$ cat src/rtl/act_buf_pkg.sv
// Shared definitions for the activation-buffer read and write sides:
// FSM state encoding and the bytes-per-word relation.
package act_buf_pkg;

  typedef enum logic [1:0] {
    IDLE    = 2'd0,
    STREAM  = 2'd1,
    RELEASE = 2'd2
  } act_state_e;

  function automatic int bytesPerWord(input int dwidth);
    return dwidth / 8;
  endfunction

  localparam int ACT_DWIDTH     = 16;
  localparam int BYTES_PER_WORD = bytesPerWord(ACT_DWIDTH);

endpackage

$ cat src/rtl/act_word_unpack.sv
// Two-slot word holder (unpack register + prefetch slot) feeding a
// low-byte-first byte selector with a valid/ready handshake.
module act_word_unpack
  import act_buf_pkg::*;
#(
  parameter int DWIDTH = 16,
  parameter int BPW    = bytesPerWord(DWIDTH)
) (
  input  logic              i_clk,
  input  logic              i_rst,
  input  logic              i_wordValid,
  input  logic [DWIDTH-1:0] i_word,
  input  logic              i_wordLast,
  input  logic              i_ready,
  output logic              o_valid,
  output logic [7:0]        o_data,
  output logic              o_last,
  output logic              o_wordDone,
  output logic [1:0]        o_slotCount
);
  localparam int IDXW = (BPW > 1) ? $clog2(BPW) : 1;
  localparam logic [IDXW-1:0] LAST_IDX = IDXW'(BPW - 1);

  logic              r_aValid, r_aLast, r_bValid, r_bLast;
  logic [DWIDTH-1:0] r_aWord, r_bWord;
  logic [IDXW-1:0]   r_byteIdx;
  logic              w_xfer, w_aFree;

  assign w_xfer      = r_aValid & i_ready;
  assign o_wordDone  = w_xfer & (r_byteIdx == LAST_IDX);
  assign w_aFree     = ~r_aValid | o_wordDone;
  assign o_valid     = r_aValid;
  assign o_data      = r_aValid ? r_aWord[7:0] : 8'h00;
  assign o_last      = r_aValid & r_aLast & (r_byteIdx == LAST_IDX);
  assign o_slotCount = {1'b0, r_aValid} + {1'b0, r_bValid};

  // The unpack register shifts right so the current byte is always bits 7:0
  always_ff @(posedge i_clk) begin
    if (i_rst) begin
      r_aValid  <= 1'b0;
      r_aLast   <= 1'b0;
      r_aWord   <= '0;
      r_bValid  <= 1'b0;
      r_bLast   <= 1'b0;
      r_bWord   <= '0;
      r_byteIdx <= '0;
    end else if (w_aFree) begin
      r_byteIdx <= '0;
      if (r_bValid) begin
        r_aValid <= 1'b1;
        r_aWord  <= r_bWord;
        r_aLast  <= r_bLast;
        r_bValid <= i_wordValid;
        r_bWord  <= i_word;
        r_bLast  <= i_wordLast;
      end else begin
        r_aValid <= i_wordValid;
        r_aWord  <= i_word;
        r_aLast  <= i_wordLast;
      end
    end else begin
      if (w_xfer) begin
        r_aWord   <= r_aWord >> 8;
        r_byteIdx <= r_byteIdx + 1'b1;
      end
      if (i_wordValid) begin
        r_bValid <= 1'b1;
        r_bWord  <= i_word;
        r_bLast  <= i_wordLast;
      end
    end
  end

endmodule

$ cat src/rtl/act_buf_reader.sv
// Streams one full BRAM activation buffer as AXI-stream bytes per accepted token.
// Define ACT_READER_TLAST_EN to add the ActOut_V_TLAST output.
module act_buf_reader
  import act_buf_pkg::*;
#(
  parameter int DWIDTH    = 16,
  parameter int AWIDTH    = 13,
  parameter int NUM_WORDS = 8192
) (
  input  logic              ap_clk,
  input  logic              ap_rst,
  input  logic              SyncSig_V,
  input  logic              SyncSig_V_ap_vld,
  output logic              SyncSig_V_ap_ack,
  output logic [AWIDTH-1:0] ActBuf_Data_address0,
  output logic              ActBuf_Data_ce0,
  input  logic [DWIDTH-1:0] ActBuf_Data_q0,
  output logic [7:0]        ActOut_V_TDATA,
  output logic              ActOut_V_TVALID,
  input  logic              ActOut_V_TREADY
`ifdef ACT_READER_TLAST_EN
  ,
  output logic              ActOut_V_TLAST
`endif
);
  localparam int BPW = bytesPerWord(DWIDTH);
  localparam logic [AWIDTH-1:0] LAST_ADDR = AWIDTH'(NUM_WORDS - 1);

  act_state_e        r_state, w_nextState;
  logic [AWIDTH-1:0] r_addr;
  logic              r_issueDone, r_rdPending, r_rdLast;
  logic              w_streaming, w_ready, w_valid, w_last, w_wordDone;
  logic              w_lastXfer, w_canIssue, w_accept;
  logic [7:0]        w_data;
  logic [1:0]        w_slotCount;
  logic [2:0]        w_committed;

  assign w_streaming = (r_state == STREAM);
  assign w_ready     = ActOut_V_TREADY & w_streaming;
  assign w_lastXfer  = w_last & w_ready;
  assign w_accept    = SyncSig_V_ap_vld & SyncSig_V;

  // A slot emptied by this cycle's final byte is free by the time the read data returns
  assign w_committed = {1'b0, w_slotCount} + {2'b00, r_rdPending} - {2'b00, w_wordDone};
  assign w_canIssue  = w_streaming & ~r_issueDone & (w_committed < 3'd2);

  assign ActBuf_Data_address0 = r_addr;
  assign ActOut_V_TVALID      = w_valid & w_streaming;
  assign ActOut_V_TDATA       = w_data;
`ifdef ACT_READER_TLAST_EN
  assign ActOut_V_TLAST       = w_last & w_streaming;
`endif

  always_comb begin
    w_nextState      = r_state;
    SyncSig_V_ap_ack = 1'b0;
    ActBuf_Data_ce0  = 1'b0;
    case (r_state)
      IDLE: begin
        if (w_accept) w_nextState = STREAM;
      end
      STREAM: begin
        ActBuf_Data_ce0 = w_canIssue;
        if (w_lastXfer) w_nextState = RELEASE;
      end
      RELEASE: begin
        SyncSig_V_ap_ack = 1'b1;
        w_nextState      = IDLE;
      end
      default: w_nextState = IDLE;
    endcase
  end

  // A separate done flag ends the read sweep so a full 2^AWIDTH buffer never wraps
  always_ff @(posedge ap_clk) begin
    if (ap_rst) begin
      r_state     <= IDLE;
      r_addr      <= '0;
      r_issueDone <= 1'b0;
      r_rdPending <= 1'b0;
      r_rdLast    <= 1'b0;
    end else begin
      r_state     <= w_nextState;
      r_rdPending <= ActBuf_Data_ce0;
      r_rdLast    <= ActBuf_Data_ce0 & (r_addr == LAST_ADDR);
      if (r_state != STREAM) begin
        r_addr      <= '0;
        r_issueDone <= 1'b0;
      end else if (ActBuf_Data_ce0) begin
        r_addr <= r_addr + 1'b1;
        if (r_addr == LAST_ADDR) r_issueDone <= 1'b1;
      end
    end
  end

  act_word_unpack #(
    .DWIDTH (DWIDTH),
    .BPW    (BPW)
  ) u_unpack (
    .i_clk       (ap_clk),
    .i_rst       (ap_rst),
    .i_wordValid (r_rdPending),
    .i_word      (ActBuf_Data_q0),
    .i_wordLast  (r_rdLast),
    .i_ready     (w_ready),
    .o_valid     (w_valid),
    .o_data      (w_data),
    .o_last      (w_last),
    .o_wordDone  (w_wordDone),
    .o_slotCount (w_slotCount)
  );

endmodule

$ cat config.mk
export PLATFORM = sky130hd
export DESIGN_NAME = act_buf_reader
export DESIGN_NICKNAME = d
export VERILOG_FILES = /design/src/rtl/act_buf_pkg.sv /design/src/rtl/act_word_unpack.sv /design/src/rtl/act_buf_reader.sv
export SDC_FILE = /design/constraint.sdc
export NUM_CORES = 1
export LEC_CHECK = 0
export BUFFER_PORTS_ARGS = -buffer_cell sky130_fd_sc_hd__buf_2
export CORE_ASPECT_RATIO = 1.2
export CORE_UTILIZATION = 55
export CTS_CLUSTER_SIZE = 14
export DETAILED_ROUTE_END_ITERATION = 16
export PLACE_DENSITY = 0.76
export SYNTH_ARGS = -nofsm -noshare
export SYNTH_HDL_FRONTEND = slang
export SYNTH_SLANG_ARGS = --single-unit
$ cat constraint.sdc
create_clock -name ap_clk -period 5.3 [get_ports ap_clk]
set_input_delay 1.06 -clock ap_clk [delete_from_list [all_inputs] [get_ports ap_clk]]
set_output_delay 1.06 -clock ap_clk [all_outputs]
set_load 0.02 [all_outputs]
=== After elaboration in Yosys (flattened, before gate mapping) ===
Cells that the tools add are included.

* Bits in registers: 55
* Input bits: 21
* Output and inout port bits: 24
* Logic and storage cells: 67

* Add/sub/neg operators: 5
* $lt $le $gt $ge: 1
* Equal/unequal tests: 7
* Multiplexer cells: 20
* Bitwise logic cells: 14
* Reduce and logical (&&, ||, !) cells: 8

{| class="wikitable"
|+ Operators by type and width
! cell !! number
|-
| 2-to-1 mux 16 bit || 6
|-
| adder 13 x 1 -> 13 bit (second input constant) || 1
|-
| equality test 13 bit (second input constant) || 1
|-
| AND 1 bit || 11
|-
| 2-to-1 mux 1 bit || 10
|-
| 2-to-1 mux 8 bit || 1
|-
| inequality test 2 x 1 -> 1 bit (second input constant) || 3
|-
| AND reduction 2 bit || 3
|-
| 2-to-1 mux 2 bit || 2
|-
| case mux 2 bit (2 select lines) || 1
|-
| nonzero test 2 bit || 2
|-
| OR reduction 2 bit || 2
|-
| adder 2 x 1 -> 3 bit || 1
|-
| less-than comparator 3 x 2 -> 1 bit (second input constant) || 1
|-
| subtractor 3 x 1 -> 3 bit || 1
|-
| adder 1 x 1 -> 2 bit || 1
|-
| equality test 2 x 1 -> 1 bit (second input constant) || 1
|-
| equality test 2 bit (second input constant) || 1
|-
| logical NOT 2 bit || 1
|-
| inequality test 2 bit (second input constant) || 1
|-
| inverter 1 bit || 2
|-
| adder 1 bit (second input constant) || 1
|-
| bitwise OR 1 bit || 1
|}

=== Longest topological paths before layout ===
* Depth in word-level cells: 9
* Gate-level depth with buffers: 12
* Gate-level depth less buffers: 9

=== By module ===
A second synthesis with hierarchy kept.

* Cells, all modules: 361
* Area, all modules: 3089.2 sq um

{| class="wikitable"
|+ By module, submodules not included
! module !! instances !! cells each !! area each (sq um) !! seq. area each (sq um)
|-
| act_word_unpack || 1 || 264 || 2198.4 || 740.7
|-
| act_buf_reader || 1 || 97 || 890.9 || 360.3
|}

=== Least setup slack after synthesis ===
No wires, ideal clock.

* Path type: input to output
* Start: input port ActOut_V_TREADY
* End: output port ActBuf_Data_ce0
* Data arrival time: 3.039 ns
* Data required time: 4.240 ns
* Path slack: 1.201 ns
* Stages: 11
* Buffers on the path: 3
* Cell sequence: and4b_1 -> clkbuf_1 -> and2_1 -> ha_1 -> inv_1 -> ha_1 -> a21oi_2 -> mux2i_2 -> buf_6 -> buf_6 -> inv_1

* Cells in the longest elaborated chain, start to end: 7

{| class="wikitable"
|+ RTL lines
! element !! line !! text
|-
| from (decl) || act_buf_reader.sv:20 || <nowiki>input logic ActOut_V_TREADY</nowiki>
|-
| AND 1 bit || act_buf_reader.sv:39 || <nowiki>assign w_ready = ActOut_V_TREADY & w_streaming;</nowiki>
|-
| AND 1 bit || act_word_unpack.sv:29 || <nowiki>assign w_xfer = r_aValid & i_ready;</nowiki>
|-
| AND 1 bit || act_word_unpack.sv:30 || <nowiki>assign o_wordDone = w_xfer & (r_byteIdx == LAST_IDX);</nowiki>
|-
| subtractor 3 x 1 -> 3 bit || act_buf_reader.sv:44 || <nowiki>assign w_committed = {1'b0, w_slotCount} + {2'b00, r_rdPending} - {2'b00, w_wordDone};</nowiki>
|-
| less-than comparator 3 x 2 -> 1 bit || act_buf_reader.sv:45 || <nowiki>assign w_canIssue = w_streaming & ~r_issueDone & (w_committed < 3'd2);</nowiki>
|-
| AND 1 bit || act_buf_reader.sv:45 ||
|-
| 2-to-1 mux 1 bit || act_buf_reader.sv:58 || <nowiki>case (r_state)</nowiki>
|-
| to (decl) || act_buf_reader.sv:16 || <nowiki>output logic ActBuf_Data_ce0,</nowiki>
|}

No other way between the ends.

=== Worst setup path after layout ===
Ends and elaborated chain as after synthesis.

==> out/metrics.csv <==
metric,value,unit
seq_power_share,55.3,%
ys_seq_area_share,40.5,%
netlist_top_cells_count,"dfxtp_1 (55), nand2b_1 (36), mux2i_1 (28), a21oi_1 (19), nor2_1 (16)",
combPwrFrac,9.3,%
layout-drive-gt1-share,20.8,%
crit_slowest_cell,ha_1,
fmax,234,MHz
hold_slack,452,ps
syn_nets,320,
io_buffers,44,
ctsResizeCount,0,
cp.required,4240,ps
vias,2200,
synth_cells,296,
clk_path_buf_depth,2,
switching_share,23.8,%
rsz0062_at_grt,false,
place_congestion,0.766,
nFillCells,401,
overflow,0,
grtUsageTotal,22.2,%
cp_top_family,buffers and inverters,
grt_antenna_before_repair,0,
dp.cells,382,
pin_count,45,
n_antenna_cell,0,
grt_max_degree,59,
die-width,66.2,um
synth_top_area_share,40.5,%
final_cell_count_no_fill,390,
internal-power,0.000599,W
fp.coreArea,4660,um2
synth-async-reset-ratio,0,%
wl,5400,um
period_share,80.7,%
crit_fanout,25,
post-dp-hpwl,3710,um
syn_to_final_growth,11.8,%
post_cts.repair.setup_buffers,0,
dr.pass1.iters,4,
startpoint_type,input pin,
slew_viol_final,0,
drv_cap,0,
drt_iter0_drc,123,
synth-seq-cells,55,
post_dp_cell_area,2930,um2
synth.largest_area_cell,dfxtp_1,
initial_utilization,58.4,%
hold_viol,0,
rows,27,
path_cells,buf_2 > and4b_1 > and2_1 > ha_1 > inv_1 > ha_1 > a21oi_2 > mux2i_2 > buf_4 > inv_1 > buf_2,
via_per_inst,5.64,
cts.sinks,55,
cts_tree,built,
synth-edff-count,0,
p_sw,0.000187,W
synth.cell_area,2720,um2
first_global_vias,2034,
vdd_ir_drop_max,0.200,mV
fin_skew,12.4,ps
avgSynthCellArea,9.19,um2
wl_per_cell,13.8,um
ys_warn_count,0,
synth.distinct_cells,40,
crit_path_end_kind,output pin,
cp.arrival,3210,ps
postRouteAntennaNets,0,
grt_pass1_wl,9000,um
synthFlopType,dfxtp_1,
hold_buffers,0,
synthTopCellsByArea,"dfxtp_1 (40%), mux2i_1 (10%), nand2b_1 (8.3%)",
tightest_slew,829,ps
power_density,259,nW/um2
relSlewSlack,44.7,%
power_leakage,1.28,nW
final_area,3040,um2
die-area,5230,um2
synth_most_common_cell,dfxtp_1,
pwr-share-clk,35.4,%
status,"finished, final reports clean",
die_h,79.1,um
clkTransAtPathRegs,90,ps
fin_util,65.3,%
finalSetupViolations,0,
ctsRootBufferMaster,clkbuf_8,
clk_latency,320,ps
drc,0,
cts-htree-levels,2,
hold_class,flop to flop,
cts-buffers-inserted,5,
path_buf_inv,5,
fin_setup_tns,0,ps
post-route-min-period,4270,ps
slowest_delay,290,ps
final_nets,355,
criticalPathCategory,input pin to output pin,
## placed cells by master, fill, tap and decap left out, types with 7 or more instances in the layout
master     n
dfxtp_1   55
a22oi_1    8
buf_2     44
o21ai_0   12
o211ai_1   9
nor2_1    16
or4_1      7
nand2b_1  36
nand2_1   14
and2_1    10
inv_1      8
a21oi_1   19
nand3_1    8
mux2i_1   28
mux2_2     8
## path summary, 6_finish.rpt
path	start	endpoint	slack, ps	cells past startpoint
worst min register to register	u_unpack.r_aWord[6]	u_unpack.r_aWord[6]	450	2
worst max-delay path	ActOut_V_TREADY	ActBuf_Data_ce0	1030	11
worst max register to register	r_state[1]	r_issueDone	2370	10
worst min-delay path	u_unpack.r_aWord[6]	u_unpack.r_aWord[6]	450	2
## state kept, by name, summed over array words and instances (netlist names)
register and flops:
u_unpack.r_aWord 16, u_unpack.r_bWord 16, ActBuf_Data_address0 13, r_state 2, r_issueDone 1, r_rdLast 1
r_rdPending 1, u_unpack.o_valid 1, u_unpack.r_aLast 1, u_unpack.r_bLast 1, u_unpack.r_bValid 1, u_unpack.r_byteIdx 1
## layout make-up
class                      instances  area, um2  area share (%)
timing repair buffer              46        235            7.73
clock buffer                       5       68.8            2.26
sequential                        55       1100            36.2
multi-input combinational        215       1490            49.0
clock inverter                     3       43.8            1.44
tap                               58       72.6            2.38
inverter                           8       30.0           0.987
## power groups by stage
stage	logic (W)	clock network [W]	registers (W)
global route	0.0000815	0.000304	0.000437
global placement	0.0000716	0	0.000445
detailed placement	0.0000733	0	0.000445
CTS	0.0000738	0.000285	0.000435
floorplan	0.0000559	0	0.000441
finish	0.0000730	0.000278	0.000435
## worst min-delay path, stage by stage, from the launching register on
cell,delay [ps]
dfxtp_1,320
nand2_1,50
a21oi_1,50
## cell families after synthesis
family          Yosys count  synth area share (%)
mux                      37                  14.1
fa+ha+maj                 4                  1.75
flops                    55                  40.5
simple gates            113                  24.5
xor+xnor                  3                 0.966
compound gates           58                  13.5
buf+inv                  26                  4.74
## through the flow
| stage | worst slack (ps) | power (W) |
|---|---|---|
| 6_report | 1030 | 0.000787 |
| 5_1_grt | 907 | 0.000822 |
| 4_1_cts | 1020 | 0.000794 |
| 3_5_place_dp | 1070 | 0.000518 |
| 3_3_place_gp | 1130 | 0.000516 |
| 2_1_floorplan | 1200 | 0.000497 |
## per-layer routing
metal | GRT usage, % | routed length (um) | vias up
met1 | 25.2 | 2350 | 1034
met5 | 0 | 0 | -
met4 | 7.45 | 92 | 0
met2 | 40.4 | 2740 | 47
met3 | 4.74 | 225 | 9
li1 | - | - | 1110
Power figures use the tool's default switching activity.
